<file path="config.mk">
export PLATFORM = sky130hd
export DESIGN_NAME = antares_add_arbiter
export DESIGN_NICKNAME = d
export VERILOG_FILES = /design/src/rtl/antares_add_arbiter_pkg.sv /design/src/rtl/antares_addc.sv /design/src/rtl/antares_add_arbiter.sv
export SDC_FILE = /design/constraint.sdc
export NUM_CORES = 1
export LEC_CHECK = 0
export ABC_CLOCK_PERIOD_IN_PS = 5200
export CELL_PAD_IN_SITES_DETAIL_PLACEMENT = 2
export CELL_PAD_IN_SITES_GLOBAL_PLACEMENT = 2
export CORE_UTILIZATION = 27
export CTS_CLUSTER_SIZE = 14
export DETAILED_ROUTE_END_ITERATION = 10
export HOLD_SLACK_MARGIN = 0.12
export PLACE_DENSITY_LB_ADDON = 0.15
export SKIP_CTS_REPAIR_TIMING = 1
export SYNTH_ARGS = -nofsm -noshare
export SYNTH_HDL_FRONTEND = slang
export SYNTH_SLANG_ARGS = --single-unit
</file>
<file path="constraint.sdc">
create_clock -name clk -period 5.2 [get_ports clk]
set_clock_uncertainty 0.15 [all_clocks]
set_input_delay 0.78 -clock clk [delete_from_list [all_inputs] [get_ports clk]]
set_output_delay 0.78 -clock clk [all_outputs]
set_load 0.02 [all_outputs]
</file>
<file path="src/rtl/antares_add_arbiter_pkg.sv">
// Shared types and widths for the antares add/subtract arbiter.
// State encoding is fixed so checkers can decode the debug state output directly.
package antares_add_arbiter_pkg;

  typedef enum logic [1:0] {
    ST_IDLE = 2'd0,
    ST_LO   = 2'd1,
    ST_HI   = 2'd2,
    ST_RESP = 2'd3
  } state_t;

  localparam int OP_W   = 32;
  localparam int WIDE_W = 64;

endpackage

</file>
<file path="src/rtl/antares_addc.sv">
// 32-bit combinational adder with carry in and carry out.
// This is the single datapath shared by all requesters.
module antares_addc
  import antares_add_arbiter_pkg::*;
(
  input  logic [OP_W-1:0] a,
  input  logic [OP_W-1:0] b,
  input  logic            cin,
  output logic [OP_W-1:0] sum,
  output logic            cout
);

  assign {cout, sum} = {1'b0, a} + {1'b0, b} + {{OP_W{1'b0}}, cin};

endmodule

</file>
<file path="src/rtl/antares_add_arbiter.sv">
// Round-robin arbiter time-sharing one 32-bit adder among N_REQ requesters.
// 64-bit operations take two passes, low word first, chaining the carry.
module antares_add_arbiter
  import antares_add_arbiter_pkg::*;
#(
  parameter  int N_REQ = 2,
  localparam int ID_W  = (N_REQ > 1) ? $clog2(N_REQ) : 1
) (
  input  logic                    clk,
  input  logic                    rst,
  input  logic [N_REQ-1:0]        req_valid,
  output logic [N_REQ-1:0]        req_ready,
  input  logic [N_REQ*WIDE_W-1:0] req_a,
  input  logic [N_REQ*WIDE_W-1:0] req_b,
  input  logic [N_REQ-1:0]        req_wide,
  input  logic [N_REQ-1:0]        req_sub,
  output logic                    rsp_valid,
  input  logic                    rsp_ready,
  output logic [ID_W-1:0]         rsp_id,
  output logic [WIDE_W-1:0]       rsp_data,
  output logic                    rsp_carry,
  output logic [1:0]              state_dbg,
  output logic [ID_W-1:0]         rr_ptr_dbg
);

  // Handshakes: a transfer happens on a rising edge where valid and ready are
  // both high; valid never waits on ready, and ready never depends on rsp_ready.

  state_t              state, state_next;
  logic [ID_W-1:0]     rr_ptr;
  logic [ID_W-1:0]     grant;
  logic [ID_W-1:0]     grant_inc;
  logic                accept;
  logic [WIDE_W-1:0]   op_a, op_b;
  logic                op_wide, op_sub;
  logic                c_lo;

  logic                hi_pass;
  logic [OP_W-1:0]     add_a, add_b_raw, add_b;
  logic                add_cin;
  logic [OP_W-1:0]     add_sum;
  logic                add_cout;

  // First set valid bit at or above ptr, wrapping; returns ptr when none set.
  function automatic logic [ID_W-1:0] rr_pick(input logic [N_REQ-1:0] v,
                                              input logic [ID_W-1:0]  ptr);
    logic            found;
    logic [ID_W-1:0] pick;
    found = 1'b0;
    pick  = ptr;
    for (int i = 0; i < N_REQ; i++) begin
      int idx;
      idx = (int'(ptr) + i) % N_REQ;
      if (!found && v[idx]) begin
        pick  = ID_W'(idx);
        found = 1'b1;
      end
    end
    return pick;
  endfunction

  assign grant     = rr_pick(req_valid, rr_ptr);
  assign grant_inc = (int'(grant) == N_REQ - 1) ? '0 : grant + 1'b1;
  assign accept    = (state == ST_IDLE) && (|req_valid);

  always_comb begin
    req_ready = '0;
    if (accept) req_ready[grant] = 1'b1;
  end

  always_comb begin
    state_next = state;
    case (state)
      ST_IDLE: if (accept) state_next = ST_LO;
      ST_LO:   state_next = op_wide ? ST_HI : ST_RESP;
      ST_HI:   state_next = ST_RESP;
      ST_RESP: if (rsp_ready) state_next = ST_IDLE;
      default: state_next = ST_IDLE;
    endcase
  end

  // Subtract is A + ~B + 1 on the low pass; the high pass carries in c_lo.
  assign hi_pass   = (state == ST_HI);
  assign add_a     = hi_pass ? op_a[WIDE_W-1:OP_W] : op_a[OP_W-1:0];
  assign add_b_raw = hi_pass ? op_b[WIDE_W-1:OP_W] : op_b[OP_W-1:0];
  assign add_b     = op_sub ? ~add_b_raw : add_b_raw;
  assign add_cin   = hi_pass ? c_lo : op_sub;

  antares_addc u_addc (
    .a    (add_a),
    .b    (add_b),
    .cin  (add_cin),
    .sum  (add_sum),
    .cout (add_cout)
  );

  always_ff @(posedge clk) begin
    if (rst) begin
      state     <= ST_IDLE;
      rr_ptr    <= '0;
      rsp_valid <= 1'b0;
      rsp_data  <= '0;
      rsp_id    <= '0;
      rsp_carry <= 1'b0;
      op_a      <= '0;
      op_b      <= '0;
      op_wide   <= 1'b0;
      op_sub    <= 1'b0;
      c_lo      <= 1'b0;
    end else begin
      state     <= state_next;
      rsp_valid <= (state_next == ST_RESP);
      case (state)
        ST_IDLE: begin
          if (accept) begin
            op_a    <= req_a[int'(grant)*WIDE_W +: WIDE_W];
            op_b    <= req_b[int'(grant)*WIDE_W +: WIDE_W];
            op_wide <= req_wide[grant];
            op_sub  <= req_sub[grant];
            rsp_id  <= grant;
            rr_ptr  <= grant_inc;
            if (!req_wide[grant]) rsp_data[WIDE_W-1:OP_W] <= '0;
          end
        end
        ST_LO: begin
          rsp_data[OP_W-1:0] <= add_sum;
          c_lo               <= add_cout;
          if (!op_wide) rsp_carry <= add_cout;
        end
        ST_HI: begin
          rsp_data[WIDE_W-1:OP_W] <= add_sum;
          rsp_carry               <= add_cout;
        end
        default: ;
      endcase
    end
  end

  assign state_dbg  = state;
  assign rr_ptr_dbg = rr_ptr;

endmodule

</file>
==> out/results.tsv <==
metric	value	unit
outcome	finished clean	
commonest cells in the netlist	dfxtp_1, nand2_1, nor2_1	
Initial Utilization	27.4	%
Die Y	203	um
n_diodes	0	
EDFF count, synth	0	
Critical Path Start	state_dbg[1]$_SDFF_PP0_	
GRT Total Usage	20.0	%
vias in the first global route	10961	
CP Max Fanout	25	
Hold Fails Final Rpt	0	
WP data arrival	5.00	ns
Synth async-reset ratio	0	%
peak supply drop	158	uV
gr ovfl total	0	
CTS clk-pin slew, worst paths	0.06	ns
largest net degree at the start of global routing	207	
Reg area	0.00403	mm2
routed via count	10394	
Max Freq	211	MHz
Startpoint Class	register	
Synth Flop Type	dfxtp_1	
total CTS buffers	24	
worst rel slew slack	31.9	%
Critical Path Sink Type	register	
worst slew pin tran	1.02	ns
maxcap violations	0	
Tcrit/Tclk final	90.9	%
Hold Path Class	register to register	
Power Density	381	mW/mm2
top-count cell post-synth	dfxtp_1	
register area share after synthesis	37.0	%
core footprint	0.0397	mm2
Pins Over Slew Limit	0	
fin nets	1860	
worst setup path endpoint	c_lo$_SDFFE_PP0P_	
average wire per standard cell	19.9	um
post-DP HPWL	32600	um
FF-to-FF setup slack	0.47	ns
syn_nets	1586	
Layout fillers	4455	
initial antenna violation count	0	
Leak Pwr	5.94	nW
distinct cell type count after synthesis	55	
reg2reg end	c_lo$_SDFFE_PP0P_	
Syn Inst Count	1288	
H-tree depth	1	
Die W	203	um
# IOs	337	
Yosys top cell by area	dfxtp_1	
row count	73	
drt drc	0	
WP data required	5.47	ns
TritonCTS clock tree	done	
Setup CP Type	register to register	
total power	5.88	mW
first-pass GRT wire length	64200	um
final setup fails	0	
share of cells above drive strength 1	4.62	%
final worst path period need	4.73	ns
hold_ws	0.304	ns
DIE AREA	0.0411	mm2
# clock sinks	201	
GPL Wtd Cong	0.804	
Post-Route Setup TNS	0	ns
Worst Reg-to-Reg Cells	13	
number of detailed-route iterations in the first pass	4	
vias per cell	4.94	
Synth area leaders	dfxtp_1, mux2i_1, a211oi_1	
RR Startpoint	state_dbg[1]$_SDFF_PP0_	
unrepaired setup endpoints after global routing	no	
antenna viol nets, final	0	
cell area after synthesis	0.0109	mm2
DRT Wirelength	41800	um
syn avg cell area	8.44	um2
Max Root-Sink Buffers	3	
P&R area growth vs syn	42.2	%
Yosys top cell area share	37.0	%
Synth Warn #	0	
Root Buffer	clkbuf_16	
port bufs	336	
Starting DRT DRC Count	363	
multi-input logic area	0.00644	mm2
post-synthesis sequential element count	201	
clock latency on the worst-skew pair	0.54	ns
==> area by class of cell <==
class                           instances  share of cell area, %
Clock buffer                           35                   4.54
Multi-Input combinational cell        973                   41.7
Timing Repair Buffer                  352                   22.8
Clock inverter                          8                  0.494
Inverter                               10                  0.243
Sequential cell                       201                   26.0
Tap cell                              525                   4.25
==> registers in the layout, indices dropped and copies added (netlist names) <==
signal / count
rsp_valid: 1
rsp_data: 64
rr_ptr_dbg: 1
op_b: 64
rsp_id: 1
c_lo: 1
op_a: 64
op_sub: 1
rsp_carry: 1
state_dbg: 2
op_wide: 1
==> worst min path at each step <==
| stage | start | to | depth (start not counted) | slack, ns |
|---|---|---|---|---|
| after floorplan | op_b[0]$_SDFFE_PP0P_ | op_b[0]$_SDFFE_PP0P_ | 2 | 0.33 |
| after global placement | rsp_data[11]$_SDFFE_PP0P_ | rsp_data[11]$_SDFFE_PP0P_ | 2 | 0.30 |
| after detailed placement | rsp_data[59]$_SDFFE_PP0P_ | rsp_data[59]$_SDFFE_PP0P_ | 2 | 0.30 |
| after CTS | rsp_data[6]$_SDFFE_PP0P_ | rsp_data[6]$_SDFFE_PP0P_ | 2 | 0.31 |
| after global routing | rsp_data[59]$_SDFFE_PP0P_ | rsp_data[59]$_SDFFE_PP0P_ | 2 | 0.33 |
| final | rsp_data[6]$_SDFFE_PP0P_ | rsp_data[6]$_SDFFE_PP0P_ | 2 | 0.30 |
==> layer usage <==
layer / vias to the layer above / track usage (%) / part of all wire, % / routed length [um]
met5: - / 0 / 0 / 0
met4: 0 / 3.60 / 1.3 / 548
met3: 41 / 3.15 / 4.9 / 2050
met2: 234 / 31.4 / 44 / 18300
met1: 4986 / 28.8 / 50 / 20900
li1: 5133 / - / - / -
==> critical path: stages, from the launching register on <==
cell and delay, ns:
dfxtp_1 0.54, nor2b_4 0.65, buf_4 0.48, mux2i_1 0.27, xnor2_1 0.09, ha_1 0.44
nand2_1 0.13, nor2_1 0.20, and2_1 0.18, nand4_1 0.14, o31a_1 0.42, o31ai_4 0.34
a211oi_1 0.16, a2111oi_2 0.39
==> stage by stage <==
stage                     cells  util (%)  worst slack [ns]  instance area, um2
after CTS                  2104      38.9             0.392               15500
after floorplan            1288         -             0.815               10900
after global routing       2104      38.9             0.231               15500
after detailed placement   2061      37.0             0.446               14700
final                      2104      38.9             0.472               15500
after global placement     2061      37.0             0.621               14700
==> layout by cell type, fill, tap and decap left out, types with 6 or more instances in the layout <==
master	synthesis	layout
a211oi_1	137	137
a21o_1	16	16
a21oi_1	58	58
a22oi_1	14	14
and2_1	6	6
buf_4	0	13
clkbuf_16	0	24
clkbuf_8	0	6
clkdlybuf4s50_1	0	335
clkinv_2	0	6
dfxtp_1	201	200
ha_1	31	31
inv_1	9	9
mux2i_1	164	164
nand2_1	177	177
nand3_1	18	18
nand4_1	9	9
nor2_1	171	170
nor3_1	9	9
o21ai_0	27	27
xnor2_1	51	51
xor2_1	8	8
==> power by group <==
part	leakage [nW]	internal, mW	switching [mW]	total (mW)
Combinational	3.89	0.953	1.33	2.28
Clock	0.389	0.983	0.690	1.67
Sequential	1.66	1.77	0.161	1.93
==> logic make-up (layout without fill, tap and decap cells) <==
family | after synthesis | after routing | share of synthesized area (%)
buf+inv | 114 | 405 | 3.96
compound gates | 304 | 304 | 19.6
fa+ha+maj | 34 | 34 | 4.03
simple gates | 412 | 412 | 15.5
xor+xnor | 59 | 59 | 4.75
flops | 201 | 201 | 37.0
mux | 164 | 164 | 15.1
Power figures use the tool's default switching activity.
